==> src/rtl/pu_shift_seq.sv <==
// Command sequencer for pu_shift: one valid/ready command in, init/shift/oe strobes out,
// captured result back over valid/ready. Define PU_SHIFT_SEQ_STEP4_EN to use 4-bit step shifts.
module pu_shift_seq #(
  parameter int DATA_WIDTH = 32,
  parameter int ATTR_WIDTH = 4,
  parameter int CNT_WIDTH  = 5
) (
  input  logic                  clk,
  input  logic                  rst_n,
  input  logic                  cmd_valid,
  output logic                  cmd_ready,
  input  logic [DATA_WIDTH-1:0] cmd_data,
  input  logic [ATTR_WIDTH-1:0] cmd_attr,
  input  logic                  cmd_dir,
  input  logic                  cmd_mode,
  input  logic [CNT_WIDTH-1:0]  cmd_count,
  output logic                  res_valid,
  input  logic                  res_ready,
  output logic [DATA_WIDTH-1:0] res_data,
  output logic [ATTR_WIDTH-1:0] res_attr,
  output logic                  signal_work,
  output logic                  signal_direction,
  output logic                  signal_mode,
  output logic                  signal_step,
  output logic                  signal_init,
  output logic                  signal_oe,
  output logic [DATA_WIDTH-1:0] pu_data_in,
  output logic [ATTR_WIDTH-1:0] pu_attr_in,
  input  logic [DATA_WIDTH-1:0] pu_data_out,
  input  logic [ATTR_WIDTH-1:0] pu_attr_out
);

`ifdef PU_SHIFT_SEQ_STEP4_EN
  localparam bit STEP4 = 1'b1;
`else
  localparam bit STEP4 = 1'b0;
`endif

  typedef enum logic [2:0] {IDLE, INIT, SHIFT, OE, CAP, RESP} state_t;

  state_t               state;
  logic                 dir_q, mode_q, step_q;
  logic [CNT_WIDTH-1:0] rem, dec, rem_next;

  // step_q reflects the strobe being driven this cycle, so it also picks the decrement.
  always_comb begin
    dec      = (STEP4 && step_q) ? CNT_WIDTH'(4) : CNT_WIDTH'(1);
    rem_next = rem - dec;
  end

  assign signal_step = step_q;

  always_ff @(posedge clk or negedge rst_n) begin
    if (!rst_n) begin
      state            <= IDLE;
      cmd_ready        <= 1'b0;
      res_valid        <= 1'b0;
      res_data         <= '0;
      res_attr         <= '0;
      signal_work      <= 1'b0;
      signal_direction <= 1'b0;
      signal_mode      <= 1'b0;
      step_q           <= 1'b0;
      signal_init      <= 1'b0;
      signal_oe        <= 1'b0;
      pu_data_in       <= '0;
      pu_attr_in       <= '0;
      dir_q            <= 1'b0;
      mode_q           <= 1'b0;
      rem              <= '0;
    end else begin
      signal_init      <= 1'b0;
      signal_work      <= 1'b0;
      signal_oe        <= 1'b0;
      signal_direction <= 1'b0;
      signal_mode      <= 1'b0;
      step_q           <= 1'b0;
      case (state)
        IDLE: begin
          if (cmd_valid && cmd_ready) begin
            cmd_ready   <= 1'b0;
            pu_data_in  <= cmd_data;
            pu_attr_in  <= cmd_attr;
            dir_q       <= cmd_dir;
            mode_q      <= cmd_mode;
            rem         <= cmd_count;
            signal_init <= 1'b1;
            state       <= INIT;
          end else begin
            cmd_ready <= 1'b1;
          end
        end
        INIT: begin
          if (rem == '0) begin
            signal_oe <= 1'b1;
            state     <= OE;
          end else begin
            signal_work      <= 1'b1;
            signal_direction <= dir_q;
            signal_mode      <= mode_q;
            step_q           <= STEP4 && (rem >= CNT_WIDTH'(4));
            state            <= SHIFT;
          end
        end
        SHIFT: begin
          rem <= rem_next;
          if (rem_next == '0) begin
            signal_oe <= 1'b1;
            state     <= OE;
          end else begin
            signal_work      <= 1'b1;
            signal_direction <= dir_q;
            signal_mode      <= mode_q;
            step_q           <= STEP4 && (rem_next >= CNT_WIDTH'(4));
          end
        end
        OE: state <= CAP;
        // pu_shift presents its result the cycle after signal_oe
        CAP: begin
          res_data  <= pu_data_out;
          res_attr  <= pu_attr_out;
          res_valid <= 1'b1;
          state     <= RESP;
        end
        RESP: begin
          if (res_ready) begin
            res_valid <= 1'b0;
            cmd_ready <= 1'b1;
            state     <= IDLE;
          end
        end
        default: state <= IDLE;
      endcase
    end
  end

endmodule

==> config.mk <==
export PLATFORM = sky130hd
export DESIGN_NAME = pu_shift_seq
export DESIGN_NICKNAME = d
export VERILOG_FILES = /design/src/rtl/pu_shift_seq.sv
export SDC_FILE = /design/constraint.sdc
export NUM_CORES = 1
export LEC_CHECK = 0
export ABC_AREA = 1
export CORE_ASPECT_RATIO = 1.2
export CORE_MARGIN = 3
export CORE_UTILIZATION = 44
export CTS_CLUSTER_SIZE = 10
export DETAILED_ROUTE_END_ITERATION = 7
export PLACE_DENSITY = 0.85
export SYNTH_ARGS = -nofsm -noshare
export SYNTH_HDL_FRONTEND = slang
export SYNTH_SLANG_ARGS = --single-unit
==> constraint.sdc <==
create_clock -name clk -period 2 [get_ports clk]
set_input_delay 0.4 -clock clk [delete_from_list [all_inputs] [get_ports clk]]
set_output_delay 0.4 -clock clk [all_outputs]
set_load 0.01 [all_outputs]
Yosys cells after proc, flatten, opt, wreduce, memory -nomap -nowiden
Cells that the tools add are included.
Widths: inputs -> output; s select.
{"block": "op_classes", "addsub": 1, "mul": 0, "div_mod_pow": 0, "n_lt_le_gt_ge": 0, "n_eq_ne": 8, "n_shift": 0, "muxes": 26, "bitwise": 0, "reduce_logical": 12}
{"op": "$pmux 3 s6", "n": 1}
{"op": "$mux 1", "n": 14}
{"op": "$pmux 1 s2", "n": 6}
{"op": "$logic_not 5->1", "n": 2}
{"op": "$pmux 5 s2", "n": 1}
{"op": "$mux 3", "n": 3}
{"op": "$reduce_and 2->1", "n": 4}
{"op": "$eq 3x2->1 const B", "n": 2}
{"op": "$eq 3x3->1 const B", "n": 2}
{"op": "$ne 2x2->1 const B", "n": 3}
{"op": "$reduce_bool 2->1", "n": 3}
{"op": "$mux 5", "n": 1}
{"op": "$sub 5x1->5 const B", "n": 1}
{"op": "$eq 3x1->1 const B", "n": 1}
{"op": "$logic_not 3->1", "n": 1}
{"op": "$reduce_and 3->1", "n": 1}
{"op": "$logic_and 1x1->1", "n": 1}
{"block": "totals", "register_bits": 89, "latchBits": 0, "ramBits": 0, "mem_bits_ro": 0, "inputBits": 83, "output_inout_bits": 80, "word_cells": 62, "memories": 0}

Longest topological paths before layout
Gate-level depths: netlist of the first run.
{"block": "depth", "word_depth": 4, "mapped_depth": 10, "depth_no_buf": 10}

Least setup slack after synthesis of the first run
OpenSTA, ideal clock, no wires.
{"block": "synth_path", "path_kind": "register to register", "from": "reg state[1]", "to": "reg res_data[24]", "setup_ns": 0.125, "t_arrival_ns": 1.186, "required_time_ns": 1.875, "slack_ns": 0.689, "stages_incl_launch_ff": 6, "n_path_buf": 2, "synth_period_minus_slack_ns": 1.311, "cell_sequence": "dfrtp_1 nor2_4 nand2_2 buf_6 buf_6 mux2_4"}
{"block": "synth_via", "elab_chain_cells": 1}
{"element": "start, declared", "line": "41", "source": "state_t state;"}
{"element": "start signal, assigned", "line": "55", "source": "state <= IDLE;"}
{"element": "start signal, assigned", "line": "88", "source": "state <= INIT;"}
{"element": "start signal, assigned", "line": "96", "source": "state <= OE;"}
{"element": "$eq 3x3->1", "line": "78", "source": "case (state)"}
{"element": "end signal, assigned", "line": "120", "source": "res_data <= pu_data_out;"}
{"element": "end, declared", "line": "19", "source": "output logic [DATA_WIDTH-1:0] res_data,"}
No other way between the ends.
A chain may end at the register's enable or synchronous reset.

Worst setup path in the final report of the first run
{"block": "layout_path", "from": "reg cmd_ready", "to": "out cmd_ready"}
{"element": "start, declared", "line": "11", "source": "output logic cmd_ready,"}
{"element": "start signal, assigned", "line": "56", "source": "cmd_ready <= 1'b0;"}
{"element": "start signal, assigned", "line": "81", "source": "cmd_ready <= 1'b0;"}
{"element": "start signal, assigned", "line": "90", "source": "cmd_ready <= 1'b1;"}
No word-level cell between the ends.

==> results of run 1 <==
through the flow:
stage          hold slack, ns  setup slack, ns  total power [W]  area, um^2
2_1_floorplan           0.104            0.689          0.00500        3540
3_3_place_gp            0.381            0.300          0.00697        5260
3_5_place_dp            0.383            0.258          0.00714        5260
4_1_cts                 0.479            0.285          0.00845        5490
5_1_grt                 0.504            0.251          0.00895        5490
6_report                0.478            0.304          0.00835        5490
final timing paths:
kind                                            end  slack, ns  cells after the start
setup / recovery                          cmd_ready       0.30                      1
hold reg to reg               res_valid$_DFFE_PN0P_       0.48                      2
max in group asynchronous   res_data[2]$_DFFE_PN0P_       0.94                      3
hold / removal                res_valid$_DFFE_PN0P_       0.48                      2
setup reg to reg                 rem[2]$_DFFE_PN0P_       0.49                      6
min in group asynchronous  res_data[19]$_DFFE_PN0P_       0.55                      2
cell families (layout without fill, tap and decap cells):
kind of cell    after synthesis  count (layout)  synth area share [%]
simple gates                148             148                  16.6
flops                        89              89                  63.0
mux                          36              36                  12.2
buf+inv                      28             200                  4.14
compound gates               19              19                  3.04
fa+ha+maj                     2               2                 0.707
other cells                   1               1                 0.106
xor+xnor                      1               1                 0.248
synth_stat cells:
cell type / number
mux2_4: 7
nand3_1: 9
dfrtp_1: 89
mux2_2: 29
nor2_1: 4
nor3_1: 1
a22oi_1: 1
nand2_2: 1
inv_2: 1
nor2_4: 1
nand4_1: 1
buf_4: 5
buf_2: 6
nand2_1: 130
o21ai_0: 9
o221ai_1: 1
o211ai_1: 1
xor2_1: 1
o22ai_1: 1
a21oi_1: 5
inv_1: 14
ha_1: 2
conb_1: 1
o21a_1: 1
buf_6: 2
nand3_2: 1
tightest hold or removal path, cell delays in order (launching register included):
cell     delay, ns
dfrtp_1       0.35
nand2_1       0.05
nand2_1       0.04
final cells by class:
cell class | count | area share (%)
clock buffers | 11 | 2.76
multi-input cells | 207 | 21.2
repair buffers | 169 | 31.2
clock inverters | 5 | 1.14
flip-flops and latches | 89 | 40.6
inverters | 15 | 1.03
well taps | 92 | 2.10
state kept, by name, indices dropped and copies added (netlist names):
signal / flops
cmd_ready: 1
dir_q: 1
mode_q: 1
pu_attr_in: 4
pu_data_in: 32
rem: 5
res_attr: 4
res_data: 32
res_valid: 1
signal_direction: 1
signal_init: 1
signal_mode: 1
signal_oe: 1
signal_work: 1
state: 3
power groups by stage:
stage / clock network [W] / registers [W] / logic, W
after global placement: 0 / 0.00314 / 0.00383
after floorplan: 0 / 0.00350 / 0.00150
final: 0.00127 / 0.00316 / 0.00392
after global routing: 0.00138 / 0.00327 / 0.00429
after detailed placement: 0 / 0.00317 / 0.00397
after CTS: 0.00131 / 0.00316 / 0.00397
layer usage:
layer | GRT usage (%) | wire [um] | part of all wire, %
met2 | 32.4 | 4300 | 49
met4 | 7.24 | 204 | 2.3
met1 | 24.4 | 3480 | 40
met5 | 0 | 0 | 0
met3 | 5.86 | 704 | 8.1
==> flow_summary.json, run 1 <==
{
  "final_nets": 576,
  "drtAntennaViolNets": 0,
  "cp-end-kind": "output port",
  "core_um2": 7750,
  "p_leak_nw": 2.57,
  "comb_power_share_pct": 47.0,
  "fin_crit_ns": 1.70,
  "numPortBuffers": 161,
  "yosys.cell_types.count": 26,
  "grt-ovfl-total": 0,
  "cpPeakStageDelay_ns": 0.57,
  "cts_buffer_depth": 2,
  "yosysSeqAreaShare_pct": 63.0,
  "postCtsHoldBufs": 1,
  "internal_power_w": 0.00556,
  "areaGrowthSynthToFinish_pct": 55.1,
  "arrival_ns": 1.30,
  "outcome": "complete, no violations",
  "yosys_warnings": 0,
  "worst_clock_skew_ns": 0.0103,
  "drive_gt1_share_pct": 12.9,
  "finalCritPeriodShare_pct": 84.8,
  "cts-root-buf": "clkbuf_8",
  "crit_buf_inv": 1,
  "fp-row-count": 35,
  "io_pins": 163,
  "multi_input_area_um2": 1160,
  "num_antenna_cells": 0,
  "dp.cells": 571,
  "syn_area_um2": 3540,
  "worstSetupStartpoint": "cmd_ready$_DFFE_PN0P_",
  "die_y_um": 104,
  "seqCellArea_um2": 2230,
  "start_util_pct": 45.6,
  "p_switching_w": 0.00279,
  "start_kind": "flop",
  "dr.pass1.iters": 4,
  "hpwl_um": 6640,
  "clkLatencyLatePin_ns": 0.35,
  "post-route-util_pct": 70.8,
  "antenna_found_initial": 0,
  "grt_pass1_vias": 3002,
  "worstPathCellList": "clkdlybuf4s50_1",
  "post_cts_resize_count": 0,
  "power_frac_clock_pct": 15.2,
  "min_path_type": "flop to flop",
  "vias": 2854,
  "setup-tns-final_ns": 0,
  "dieArea_um2": 9160,
  "grt_pass1_wl_um": 14400,
  "grt_max_degree": 37,
  "clock-sinks": 89,
  "hold_start": "res_valid$_DFFE_PN0P_",
  "vias_per_cell": 4.85,
  "critPathSlowestCell": "clkdlybuf4s50_1",
  "crit_family": "buffers and inverters",
  "syn_area_per_cell_um2": 10.9,
  "crit_required_ns": 1.60,
  "syn_nets": 409,
  "hold_viol": 0,
  "ys_ff_latch": 89,
  "rsz0062_at_grt": "no",
  "cp_max_fo": 3,
  "drt_iter0_drc": 177,
  "p_sw_share_pct": 33.4,
  "numCtsBuffers": 9,
  "cts_setup_buffers": 0,
  "tritoncts": "built",
  "max_freq_mhz": 590,
  "layout_common_cells": "clkdlybuf4s50_1, nand2_1, dfrtp_1",
  "postRouteWirelength_um": 8690,
  "final_common_cell": "clkdlybuf4s50_1",
  "netlist_instances": 324,
  "stdcell_count": 588,
  "yosys.area.top_type": "dfrtp_1",
  "place.gp.congestion": 0.843,
  "fillers": 573,
  "wl_per_cell_um": 14.8,
  "die_x_um": 87.9,
  "crit_type": "flop to output port",
  "drc": 0,
  "irDropWorstVdd_uv": 661,
  "report.final.setup_viol": 0,
  "synthTopCellsByArea": "dfrtp_1, nand2_1, mux2_2, mux2_4, inv_1",
  "ctsHtreeMaxLevel": 3,
  "synth_top_area_share_pct": 63.0,
  "worstReg2RegStart": "state[2]$_DFFE_PN0P_",
  "maxCapViolations": 0,
  "pwr_density_cell_nw_per_um2": 1520,
  "grt_usage_pct": 19.8,
  "path_clk_slew_ns": 0.08,
  "seqPwrFrac_pct": 37.8,
  "slew_viol_final": 0
}
No activity file was read; power rests on OpenSTA's default activity.
==> run 2: changes to the inputs <==
--- a/config.mk
+++ b/config.mk
@@ -8,10 +8,10 @@
 export ABC_AREA = 1
 export CORE_ASPECT_RATIO = 1.2
 export CORE_MARGIN = 3
-export CORE_UTILIZATION = 44
+export CORE_UTILIZATION = 41
 export CTS_CLUSTER_SIZE = 10
 export DETAILED_ROUTE_END_ITERATION = 7
-export PLACE_DENSITY = 0.85
+export PLACE_DENSITY = 0.8
 export SYNTH_ARGS = -nofsm -noshare
 export SYNTH_HDL_FRONTEND = slang
 export SYNTH_SLANG_ARGS = --single-unit
==> constraint.sdc (replaced) <==
create_clock -name clk -period 1.7 [get_ports clk]
set_input_delay 0.34 -clock clk [delete_from_list [all_inputs] [get_ports clk]]
set_output_delay 0.34 -clock clk [all_outputs]
set_load 0.01 [all_outputs]
==> run 2 against run 1 <==
Effect of this change:
- first-iteration DRC count down 2.3%
- clock power grew 12%
- core utilization down 4.0 points
- power up 17%
- sequential power up 17%
- largest cell class unchanged
- cell area grew 0.34%
- wire length shrank 0.76%
- die area grew 6.8%
- sequential share of layout area fell by 0.14 points
- critical path depth stayed put
- worst setup slack worse by 0.22 ns
- global-route usage down 2.1 points
==> flow_summary.json, run 2 (synthesis results as in run 1) <==
{
  "arrival_ns": 1.28,
  "areaGrowthSynthToFinish_pct": 55.6,
  "cts_setup_buffers": 0,
  "place.gp.congestion": 0.765,
  "fillers": 675,
  "cpPeakStageDelay_ns": 0.57,
  "cp-end-kind": "output port",
  "ctsHtreeMaxLevel": 3,
  "start_util_pct": 42.9,
  "numCtsBuffers": 9,
  "worst_hold_slack_ns": 0.469,
  "cts_buffer_depth": 2,
  "path_clk_slew_ns": 0.08,
  "crit_required_ns": 1.36,
  "outcome": "complete, no violations",
  "dieArea_um2": 9780,
  "drtAntennaViolNets": 0,
  "crit_family": "buffers and inverters",
  "pwr_density_cell_nw_per_um2": 1770,
  "rrSetupSlack_ns": 0.24,
  "worst_clock_skew_ns": 0.00847,
  "final_common_cell": "clkdlybuf4s50_1",
  "rsz0062_at_grt": "no",
  "finalCritPeriodShare_pct": 95.3,
  "critPathSlowestCell": "clkdlybuf4s50_1",
  "report.final.setup_viol": 0,
  "cp_max_fo": 3,
  "grt_pass1_vias": 2914,
  "vias_per_cell": 4.66,
  "die_x_um": 90.8,
  "crit_buf_inv": 1,
  "num_antenna_cells": 0,
  "postRouteWirelength_um": 8630,
  "numPortBuffers": 161,
  "reg2reg_depth": 9,
  "core_um2": 8240,
  "fin_crit_ns": 1.62,
  "worstPathCellList": "clkdlybuf4s50_1",
  "final_nets": 577,
  "hpwl_um": 6570,
  "p_leak_nw": 2.56,
  "die_y_um": 108,
  "maxCapViolations": 0,
  "layout_common_cells": "clkdlybuf4s50_1, nand2_1, dfrtp_1",
  "irDropWorstVdd_uv": 798,
  "postCtsHoldBufs": 1,
  "grt_max_degree": 43,
  "fp-row-count": 36,
  "worstReg2RegEnd": "signal_direction$_DFF_PN0_",
  "max_freq_mhz": 617,
  "drc": 0,
  "vias": 2846,
  "drive_gt1_share_pct": 12.7,
  "setup-tns-final_ns": 0,
  "drt_iter0_drc": 173,
  "crit_type": "flop to output port",
  "reg_top3": "pu_data_in x32, res_data x32, rem x5",
  "post-route-util_pct": 66.8,
  "antenna_found_initial": 0,
  "grt_usage_pct": 17.6,
  "io_pins": 163,
  "cts-root-buf": "clkbuf_8",
  "tritoncts": "built",
  "grt_pass1_wl_um": 13800,
  "dr.pass1.iters": 4,
  "power_w": 0.00975,
  "post_cts_resize_count": 0,
  "clock-sinks": 89,
  "min_path_type": "input pin to async pin",
  "start_kind": "flop",
  "worstReg2RegStart": "rem[0]$_DFFE_PN0P_",
  "clkLatencyLatePin_ns": 0.34,
  "hold_viol": 0,
  "slew_viol_final": 0,
  "grt-ovfl-total": 0,
  "wl_per_cell_um": 14.1
}
## run 2: through the flow
stage / setup slack [ns] / instances / instance area, um^2
global route: 0.0134 / 611 / 5500
detailed placement: 0.00642 / 594 / 5300
CTS: 0.0513 / 611 / 5500
global placement: 0.0711 / 594 / 5300
floorplan: 0.389 / 324 / 3540
finish: 0.0794 / 611 / 5500
## run 2: power breakdown
group	total, W	internal [W]	switching, W
combinational	0.00464	0.00265	0.00198
clock	0.00142	0.000721	0.000697
sequential	0.00370	0.00314	0.000553
total	0.00975	0.00652	0.00323
## run 2: worst reg2reg max path: cells and delay by family (launching register included)
family                   cells  cell delay, ns
AND/OR/NAND/NOR              5            0.46
AO/OA/AOI/OAI                1            0.10
flip-flops                   1            0.42
adder cells (fa/ha/maj)      1            0.22
buffers and inverters        2            0.16
## run 2: area by class of cell
type | count | area [um^2] | share of cell area, %
inverters | 15 | 56.3 | 1.02
clock buffers | 12 | 145 | 2.64
repair buffers | 170 | 1720 | 31.2
flip-flops and latches | 89 | 2230 | 40.5
well taps | 114 | 143 | 2.59
clock inverters | 4 | 52.6 | 0.955
multi-input cells | 207 | 1160 | 21.1
## run 2: worst max path at each step
| stage | start | end | slack (ns) | depth (start not counted) |
|---|---|---|---|---|
| global placement | cmd_valid | pu_data_in[5]$_DFFE_PN0P_ | 0.07 | 8 |
| floorplan | state[1]$_DFFE_PN0P_ | res_data[24]$_DFFE_PN0P_ | 0.39 | 5 |
| detailed placement | cmd_valid | pu_data_in[16]$_DFFE_PN0P_ | 0.006 | 8 |
| finish | cmd_ready$_DFFE_PN0P_ | cmd_ready | 0.08 | 1 |
| CTS | pu_data_in[4]$_DFFE_PN0P_ | pu_data_in[4] | 0.05 | 1 |
| global route | cmd_ready$_DFFE_PN0P_ | cmd_ready | 0.01 | 1 |
## run 2: per-layer routing
layer	vias to the layer above	GRT usage, %	wire length [um]
met1	1341	20.5	3470
met5	-	0	0
met3	10	5.66	673
li1	1362	-	-
met2	133	30.4	4370
met4	0	6.68	120
